File: src/rtl/instr_fetch_if.sv
// Instruction-memory request/response bus between the fetch stage and imem.
interface instr_fetch_if;
  localparam int unsigned XLEN = 32;

  logic            imem_req_o;
  logic [XLEN-1:0] imem_addr_o;
  logic            imem_gnt_i;
  logic            imem_rvalid_i;
  logic [XLEN-1:0] imem_rdata_i;

  modport master (
    output imem_req_o,
    output imem_addr_o,
    input  imem_gnt_i,
    input  imem_rvalid_i,
    input  imem_rdata_i
  );

  modport slave (
    input  imem_req_o,
    input  imem_addr_o,
    output imem_gnt_i,
    output imem_rvalid_i,
    output imem_rdata_i
  );
endinterface

File: src/rtl/instr_fetch.sv
// Fetch stage: single-outstanding imem requester feeding the decode (D) register,
// with decode-resolved branch/jump redirect and a one-entry skid buffer for stalls.
module instr_fetch #(
  parameter logic [31:0] RESET_PC = 32'h0000_0000
) (
  input  logic           clk_i,
  input  logic           rst_i,
  input  logic           stall_d_i,
  input  logic           pc_src_d_i,
  input  logic [31:0]    pc_branch_d_i,
  input  logic           jump_d_i,
  input  logic [31:0]    pc_jump_d_i,
  instr_fetch_if.master  imem,
  output logic [31:0]    instr_d_o,
  output logic [31:0]    pc_plus_4_d_o,
  output logic [31:0]    pc_f_o
);

  localparam int unsigned XLEN = 32;

  typedef enum logic [1:0] {
    ST_REQ  = 2'd0,
    ST_WAIT = 2'd1,
    ST_DROP = 2'd2,
    ST_FULL = 2'd3
  } state_e;

  state_e          state_q;
  logic            req_q;
  logic [XLEN-1:0] pc_q;
  logic [XLEN-1:0] infl_pc_q;
  logic [XLEN-1:0] buf_q;
  logic [XLEN-1:0] buf_pc4_q;
  logic [XLEN-1:0] instr_d_q;
  logic [XLEN-1:0] pc4_d_q;

  logic            redirect;
  logic [XLEN-1:0] target;

  // Redirect only when decode is not stalled; jump wins over branch.
  assign redirect = ~stall_d_i & (jump_d_i | pc_src_d_i);
  assign target   = jump_d_i ? pc_jump_d_i : pc_branch_d_i;

  assign imem.imem_req_o  = req_q;
  assign imem.imem_addr_o = pc_q;
  assign instr_d_o        = instr_d_q;
  assign pc_plus_4_d_o    = pc4_d_q;
  assign pc_f_o           = pc_q;

  // Fetch FSM, PC, skid buffer and D register.
  always_ff @(posedge clk_i) begin
    if (rst_i) begin
      state_q   <= ST_REQ;
      req_q     <= 1'b1;
      pc_q      <= RESET_PC;
      infl_pc_q <= '0;
      buf_q     <= '0;
      buf_pc4_q <= '0;
      instr_d_q <= '0;
      pc4_d_q   <= '0;
    end else begin
      // Unstalled D defaults to a bubble; delivery branches below override it.
      if (!stall_d_i) begin
        instr_d_q <= '0;
        pc4_d_q   <= '0;
      end

      unique case (state_q)
        ST_REQ: begin
          // rvalid here is a protocol error and is ignored.
          if (redirect) begin
            pc_q <= target;
            if (imem.imem_gnt_i) begin
              state_q <= ST_DROP;
              req_q   <= 1'b0;
            end
          end else if (imem.imem_gnt_i) begin
            infl_pc_q <= pc_q;
            pc_q      <= pc_q + XLEN'(4);
            state_q   <= ST_WAIT;
            req_q     <= 1'b0;
          end
        end

        ST_WAIT: begin
          if (redirect) begin
            pc_q <= target;
            if (imem.imem_rvalid_i) begin
              state_q <= ST_REQ;
              req_q   <= 1'b1;
            end else begin
              state_q <= ST_DROP;
            end
          end else if (imem.imem_rvalid_i) begin
            if (stall_d_i) begin
              buf_q     <= imem.imem_rdata_i;
              buf_pc4_q <= infl_pc_q + XLEN'(4);
              state_q   <= ST_FULL;
            end else begin
              instr_d_q <= imem.imem_rdata_i;
              pc4_d_q   <= infl_pc_q + XLEN'(4);
              state_q   <= ST_REQ;
              req_q     <= 1'b1;
            end
          end
        end

        ST_DROP: begin
          if (redirect) begin
            pc_q <= target;
          end
          if (imem.imem_rvalid_i) begin
            state_q <= ST_REQ;
            req_q   <= 1'b1;
          end
        end

        ST_FULL: begin
          if (redirect) begin
            pc_q    <= target;
            state_q <= ST_REQ;
            req_q   <= 1'b1;
          end else if (!stall_d_i) begin
            instr_d_q <= buf_q;
            pc4_d_q   <= buf_pc4_q;
            state_q   <= ST_REQ;
            req_q     <= 1'b1;
          end
        end

        default: begin
          state_q <= ST_REQ;
          req_q   <= 1'b1;
        end
      endcase
    end
  end

endmodule
File: src/flat_wrapper.sv
// flat-port wrapper written by rule: the top's interface ports become plain ports
module instr_fetch_flat 
#(
  parameter logic [31:0] RESET_PC = 32'h0000_0000
)
  (clk_i, rst_i, stall_d_i, pc_src_d_i, pc_branch_d_i, jump_d_i, pc_jump_d_i, instr_d_o, pc_plus_4_d_o, pc_f_o, imem_imem_req_o, imem_imem_addr_o, imem_imem_gnt_i, imem_imem_rvalid_i, imem_imem_rdata_i);
  instr_fetch_if imem_i ();
  input  logic clk_i;
  input  logic rst_i;
  input  logic stall_d_i;
  input  logic pc_src_d_i;
  input  logic [31:0] pc_branch_d_i;
  input  logic jump_d_i;
  input  logic [31:0] pc_jump_d_i;
  output logic [31:0] instr_d_o;
  output logic [31:0] pc_plus_4_d_o;
  output logic [31:0] pc_f_o;
  output wire logic [$bits(imem_i.imem_req_o)-1:0] imem_imem_req_o;
  output wire logic [$bits(imem_i.imem_addr_o)-1:0] imem_imem_addr_o;
  input wire logic [$bits(imem_i.imem_gnt_i)-1:0] imem_imem_gnt_i;
  input wire logic [$bits(imem_i.imem_rvalid_i)-1:0] imem_imem_rvalid_i;
  input wire logic [$bits(imem_i.imem_rdata_i)-1:0] imem_imem_rdata_i;
  assign imem_imem_req_o = imem_i.imem_req_o;
  assign imem_imem_addr_o = imem_i.imem_addr_o;
  assign imem_i.imem_gnt_i = imem_imem_gnt_i;
  assign imem_i.imem_rvalid_i = imem_imem_rvalid_i;
  assign imem_i.imem_rdata_i = imem_imem_rdata_i;
  instr_fetch #(.RESET_PC(RESET_PC)) u_core (.clk_i(clk_i), .rst_i(rst_i), .stall_d_i(stall_d_i), .pc_src_d_i(pc_src_d_i), .pc_branch_d_i(pc_branch_d_i), .jump_d_i(jump_d_i), .pc_jump_d_i(pc_jump_d_i), .imem(imem_i), .instr_d_o(instr_d_o), .pc_plus_4_d_o(pc_plus_4_d_o), .pc_f_o(pc_f_o));
endmodule
File: config.mk
export PLATFORM = sky130hd
export DESIGN_NAME = instr_fetch_flat
export DESIGN_NICKNAME = d
export VERILOG_FILES = /design/src/rtl/instr_fetch_if.sv /design/src/rtl/instr_fetch.sv /design/src/flat_wrapper.sv
export SDC_FILE = /design/constraint.sdc
export NUM_CORES = 1
export LEC_CHECK = 0
export ABC_CLOCK_PERIOD_IN_PS = 2400
export BUFFER_PORTS_ARGS = -buffer_cell sky130_fd_sc_hd__buf_4
export CELL_PAD_IN_SITES_DETAIL_PLACEMENT = 2
export CELL_PAD_IN_SITES_GLOBAL_PLACEMENT = 2
export CORE_ASPECT_RATIO = 0.6
export CORE_MARGIN = 10
export CORE_UTILIZATION = 30
export CTS_CLUSTER_DIAMETER = 200
export CTS_CLUSTER_SIZE = 30
export DETAILED_ROUTE_END_ITERATION = 16
export PLACE_DENSITY_LB_ADDON = 0.1
export SETUP_SLACK_MARGIN = 0.2
export SLEW_MARGIN = 5
export SYNTH_ARGS = -nofsm -noshare
export SYNTH_HDL_FRONTEND = slang
export SYNTH_SLANG_ARGS = --single-unit
File: constraint.sdc
create_clock -name clk_i -period 2.4 [get_ports clk_i]
set_input_delay 0.12 -clock clk_i [delete_from_list [all_inputs] [get_ports clk_i]]
set_output_delay 0.12 -clock clk_i [all_outputs]
set_load 0.02 [all_outputs]
==> results.toml <==
[critical_path]
slowest_stage = "or4_4"
reg2reg_from = "u_core.imem.imem_addr_o[18]$_SDFFE_PP0P_"
crit_family = "simple AND/OR/NAND/NOR gates"
crit_type = "flip-flop to flip-flop"
worstPathRequired_ns = 2.77
rr_worst_depth = 5
timing.rr.end = "u_core.imem.imem_addr_o[27]$_SDFFE_PP0P_"
crit_arrival_ns = 2.51
r2r_slack_ns = 0.26
worstPathMaxFanout = 8
crit_buf_inv = 0
cpPeakStageDelay_ns = 0.58
cp-end-kind = "flip-flop"
cp-start-kind = "flip-flop"
cp_cell_sequence = "and4_4 > nand3_2 > or4_4 > or4_1 > a31oi_1"

[power_and_ir_drop]
leakagePower_nw = 4.80
ir_drop_mv = 0.495
swShare_pct = 29.2
p_comb_share_pct = 17.9
p_per_area_mw_per_mm2 = 621
p_sw_mw = 2.29
intPower_mw = 5.55
p_clk_share_pct = 38.0
seqPwrFrac_pct = 44.1

[layout]
fillCellCount = 3497
multi_input_area_mm2 = 0.00497
layout-drive-gt1-share_pct = 25.2
finalNetCount = 1534
layout.area.seq_mm2 = 0.00391
syn2layout_area_growth_pct = 33.4

[timing]
fmax_mhz = 468
post-route-min-period_ns = 2.14
grt_setup_unrepaired = "no"
setup_viol = 0
fin_crit_sh_pct = 89.0
hold_violations = 0
worstMarginPinSlew_ns = 0.692
fin_tns_setup_ns = 0
holdWs_ns = 0.0219
drv_slew = 0
slew_headroom_pct = 53.7
skew_ns = 0.00992

[logic_synthesis]
synth.cell_area_mm2 = 0.00947
syn_inst = 1211
ys_seq_area_share_pct = 41.2
async_flop_share_pct = 0
ys_ff_latch = 195
synth_ff_type = "dfxtp_1"
synth_fp_nets = 1316
ys_warn_count = 0
syn_avg_cell_area_um2 = 7.82
ys_types = 66
synth_edf_count = 0

[placed_design]
place_hpwl_um = 29500
portBuffers = 231
gp_congestion = 0.894

[cts]
clk-insertion-delay-late_ns = 0.46
clock_sinks = 195
numCtsBuffers = 17
cts_tree = "yes"
htree_levels = 4
path_clk_slew_ns = 0.07
post_cts_buffers = 0
clk_path_buf_depth = 2
root_buffer = "clkbuf_16"

[detailed_routing]
ant_nets = 0
drt_pass1_iterations = 7
wl_per_cell_um = 22.0
drt_iter0_markers = 647
wl_um = 41000
remaining_drc_errors = 0
avgViaCountPerCell = 5.35
vias = 9953

[grt]
grt_pass1_vias = 10600
grt_max_degree = 69
grtUsageTotal_pct = 20.4
grt.overflow.total = 0
antenna_found_initial = 1
grt_pass1_wl_um = 63900

[hold_path]
hold_end = "u_core.imem.imem_addr_o[0]$_SDFFE_PP0P_"
worst_hold_path.num_cells = 3
hold_class = "input port to flip-flop"
hold_start = "pc_branch_d_i[0]"

[floorplan]
std_cell_rows = 50
start_util_pct = 30.4
die_h_um = 158
fp.coreArea_mm2 = 0.0312
num_io_pins = 232
die_x_um = 249
die-area_mm2 = 0.0393

[status]
outcome = "finished, final reports clean"

[run]
drv_cap = 0
## logic make-up after synthesis
kind of cell,synth area share (%)
multiplexers,3.50
AO/OA/AOI/OAI,21.2
AND/OR/NAND/NOR,24.6
XOR/XNOR,2.13
flip-flops,41.2
buffers and inverters,7.02
adder cells (fa/ha/maj),0.264
## worst max-delay path by stage
stage / from / to / slack [ns] / cells past startpoint
after CTS: u_core.imem.imem_addr_o[3]$_SDFFE_PP0P_ / u_core.imem.imem_addr_o[26]$_SDFFE_PP0P_ / 0.22 / 6
after global placement: u_core.imem.imem_addr_o[3]$_SDFFE_PP0P_ / u_core.imem.imem_addr_o[28]$_SDFFE_PP0P_ / 0.20 / 7
after global routing: u_core.infl_pc_q[22]$_SDFFE_PP0P_ / u_core.pc_plus_4_d_o[29]$_SDFF_PP0_ / 0.20 / 5
after detailed placement: u_core.imem.imem_addr_o[3]$_SDFFE_PP0P_ / u_core.imem.imem_addr_o[28]$_SDFFE_PP0P_ / 0.17 / 7
after floorplan: u_core.imem.imem_addr_o[17]$_SDFFE_PP0P_ / u_core.imem.imem_addr_o[27]$_SDFFE_PP0P_ / 0.22 / 6
final: u_core.imem.imem_addr_o[18]$_SDFFE_PP0P_ / u_core.imem.imem_addr_o[27]$_SDFFE_PP0P_ / 0.26 / 5
## cell usage after synthesis, drive strengths merged (2+ instances only)
| library cell | count | area (um^2) |
|---|---|---|
| a211oi | 27 | 218 |
| a21o | 3 | 22.5 |
| a21oi | 121 | 606 |
| a221oi | 5 | 43.8 |
| a222oi | 16 | 160 |
| a22oi | 41 | 308 |
| a31oi | 3 | 18.8 |
| a41o | 2 | 22.5 |
| and2 | 5 | 32.5 |
| and3 | 16 | 100 |
| and4 | 6 | 55.1 |
| buf | 45 | 312 |
| clkbuf | 84 | 315 |
| dfxtp | 195 | 3900 |
| ha | 2 | 25.0 |
| inv | 10 | 37.5 |
| mux2i | 32 | 320 |
| nand2 | 220 | 828 |
| nand2b | 7 | 43.8 |
| nand3 | 31 | 160 |
| nand3b | 2 | 15.0 |
| nand4 | 21 | 146 |
| nor2 | 118 | 443 |
| nor2b | 9 | 56.3 |
| nor3 | 34 | 170 |
| nor3b | 5 | 37.5 |
| nor4 | 16 | 134 |
| o211ai | 6 | 45.0 |
| o21ai | 54 | 270 |
| o21bai | 2 | 15.0 |
| o22ai | 16 | 100 |
| o311ai | 2 | 17.5 |
| o31a | 5 | 43.8 |
| or3 | 4 | 25.0 |
| or4 | 7 | 63.8 |
| xnor2 | 17 | 149 |
| xor2 | 6 | 52.6 |
## metal layers
layer | GRT usage, % | routed length (um) | up-vias
li1 | - | - | 4710
met1 | 27.4 | 19800 | 5057
met2 | 33.1 | 19100 | 158
met3 | 4.15 | 1560 | 28
met4 | 4.57 | 438 | 0
met5 | 0 | 0 | -
## state kept, by name (all words and copies together), names as in the netlist
register                 count
u_core.buf_pc4_q            32
u_core.buf_q                32
u_core.imem.imem_addr_o     32
u_core.infl_pc_q            32
u_core.instr_d_o            32
u_core.pc_plus_4_d_o        32
u_core.state_q               2
u_core.imem.imem_req_o       1
## placed cells by master (no fill, tap or decap), drive strengths merged, types with 4 or more instances in the layout
cell | synthesis | layout
or4 | 7 | 7
a22oi | 41 | 41
nand3 | 31 | 31
xor2 | 6 | 6
or3 | 4 | 4
nand2b | 7 | 7
nor3b | 5 | 5
a221oi | 5 | 5
nand4 | 21 | 21
clkbuf | 84 | 24
xnor2 | 17 | 17
and3 | 16 | 16
and4 | 6 | 6
mux2i | 32 | 32
nor2 | 118 | 118
inv | 10 | 11
nor2b | 9 | 9
dfxtp | 195 | 195
and2 | 5 | 5
nor3 | 34 | 34
nand2 | 220 | 220
a21oi | 121 | 121
a211oi | 27 | 27
o21ai | 54 | 54
dlygate4sd3 | 0 | 34
o211ai | 6 | 6
a222oi | 16 | 16
o31a | 5 | 5
o22ai | 16 | 16
nor4 | 16 | 16
buf | 45 | 294
## tightest hold or removal path, delay by kind of cell
family / cells / cell delay (ns)
compound gates: 1 / 0.09
buf+inv: 1 / 0.10
mux: 1 / 0.12
## through the flow
| stage | cell area, um^2 | worst slack (ns) | utilization, % | total power [mW] | instances |
|---|---|---|---|---|---|
| 6_report | 12600 | 0.263 | 40.5 | 7.84 | 1860 |
| 5_1_grt | 12600 | 0.200 | 40.5 | 8.21 | 1858 |
| 4_1_cts | 12600 | 0.216 | 40.3 | 7.92 | 1858 |
| 3_5_place_dp | 11600 | 0.166 | 37.3 | 4.88 | 1792 |
| 3_3_place_gp | 11600 | 0.199 | 37.3 | 4.85 | 1792 |
| 2_1_floorplan | 9470 | 0.219 | - | 4.26 | 1211 |
## timing repair
item                                    in CTS  in global routing
endpoints found under the setup margin       2                 18
hold buffers                                34                  0
gates resized for setup                      2                 13
pin swaps                                    0                  1
endpoints found under the hold margin       42                  0
## power groups by stage
stage          logic [mW]  registers, mW  clock network (mW)
5_1_grt              1.53           3.47                3.21
3_5_place_dp         1.36           3.53                   0
3_3_place_gp         1.33           3.52                   0
2_1_floorplan       0.675           3.59                   0
6_report             1.40           3.45                2.98
4_1_cts              1.41           3.45                3.06
## area by class of cell
type	count	area share, %
Antenna cell	2	0.0396
Clock buffer	24	3.90
Clock inverter	8	0.783
Inverter	10	0.297
Multi-Input combinational cell	877	39.4
Sequential cell	195	31.0
Tap cell	416	4.12
Timing Repair Buffer	328	20.5
Power figures use the tool's default switching activity.
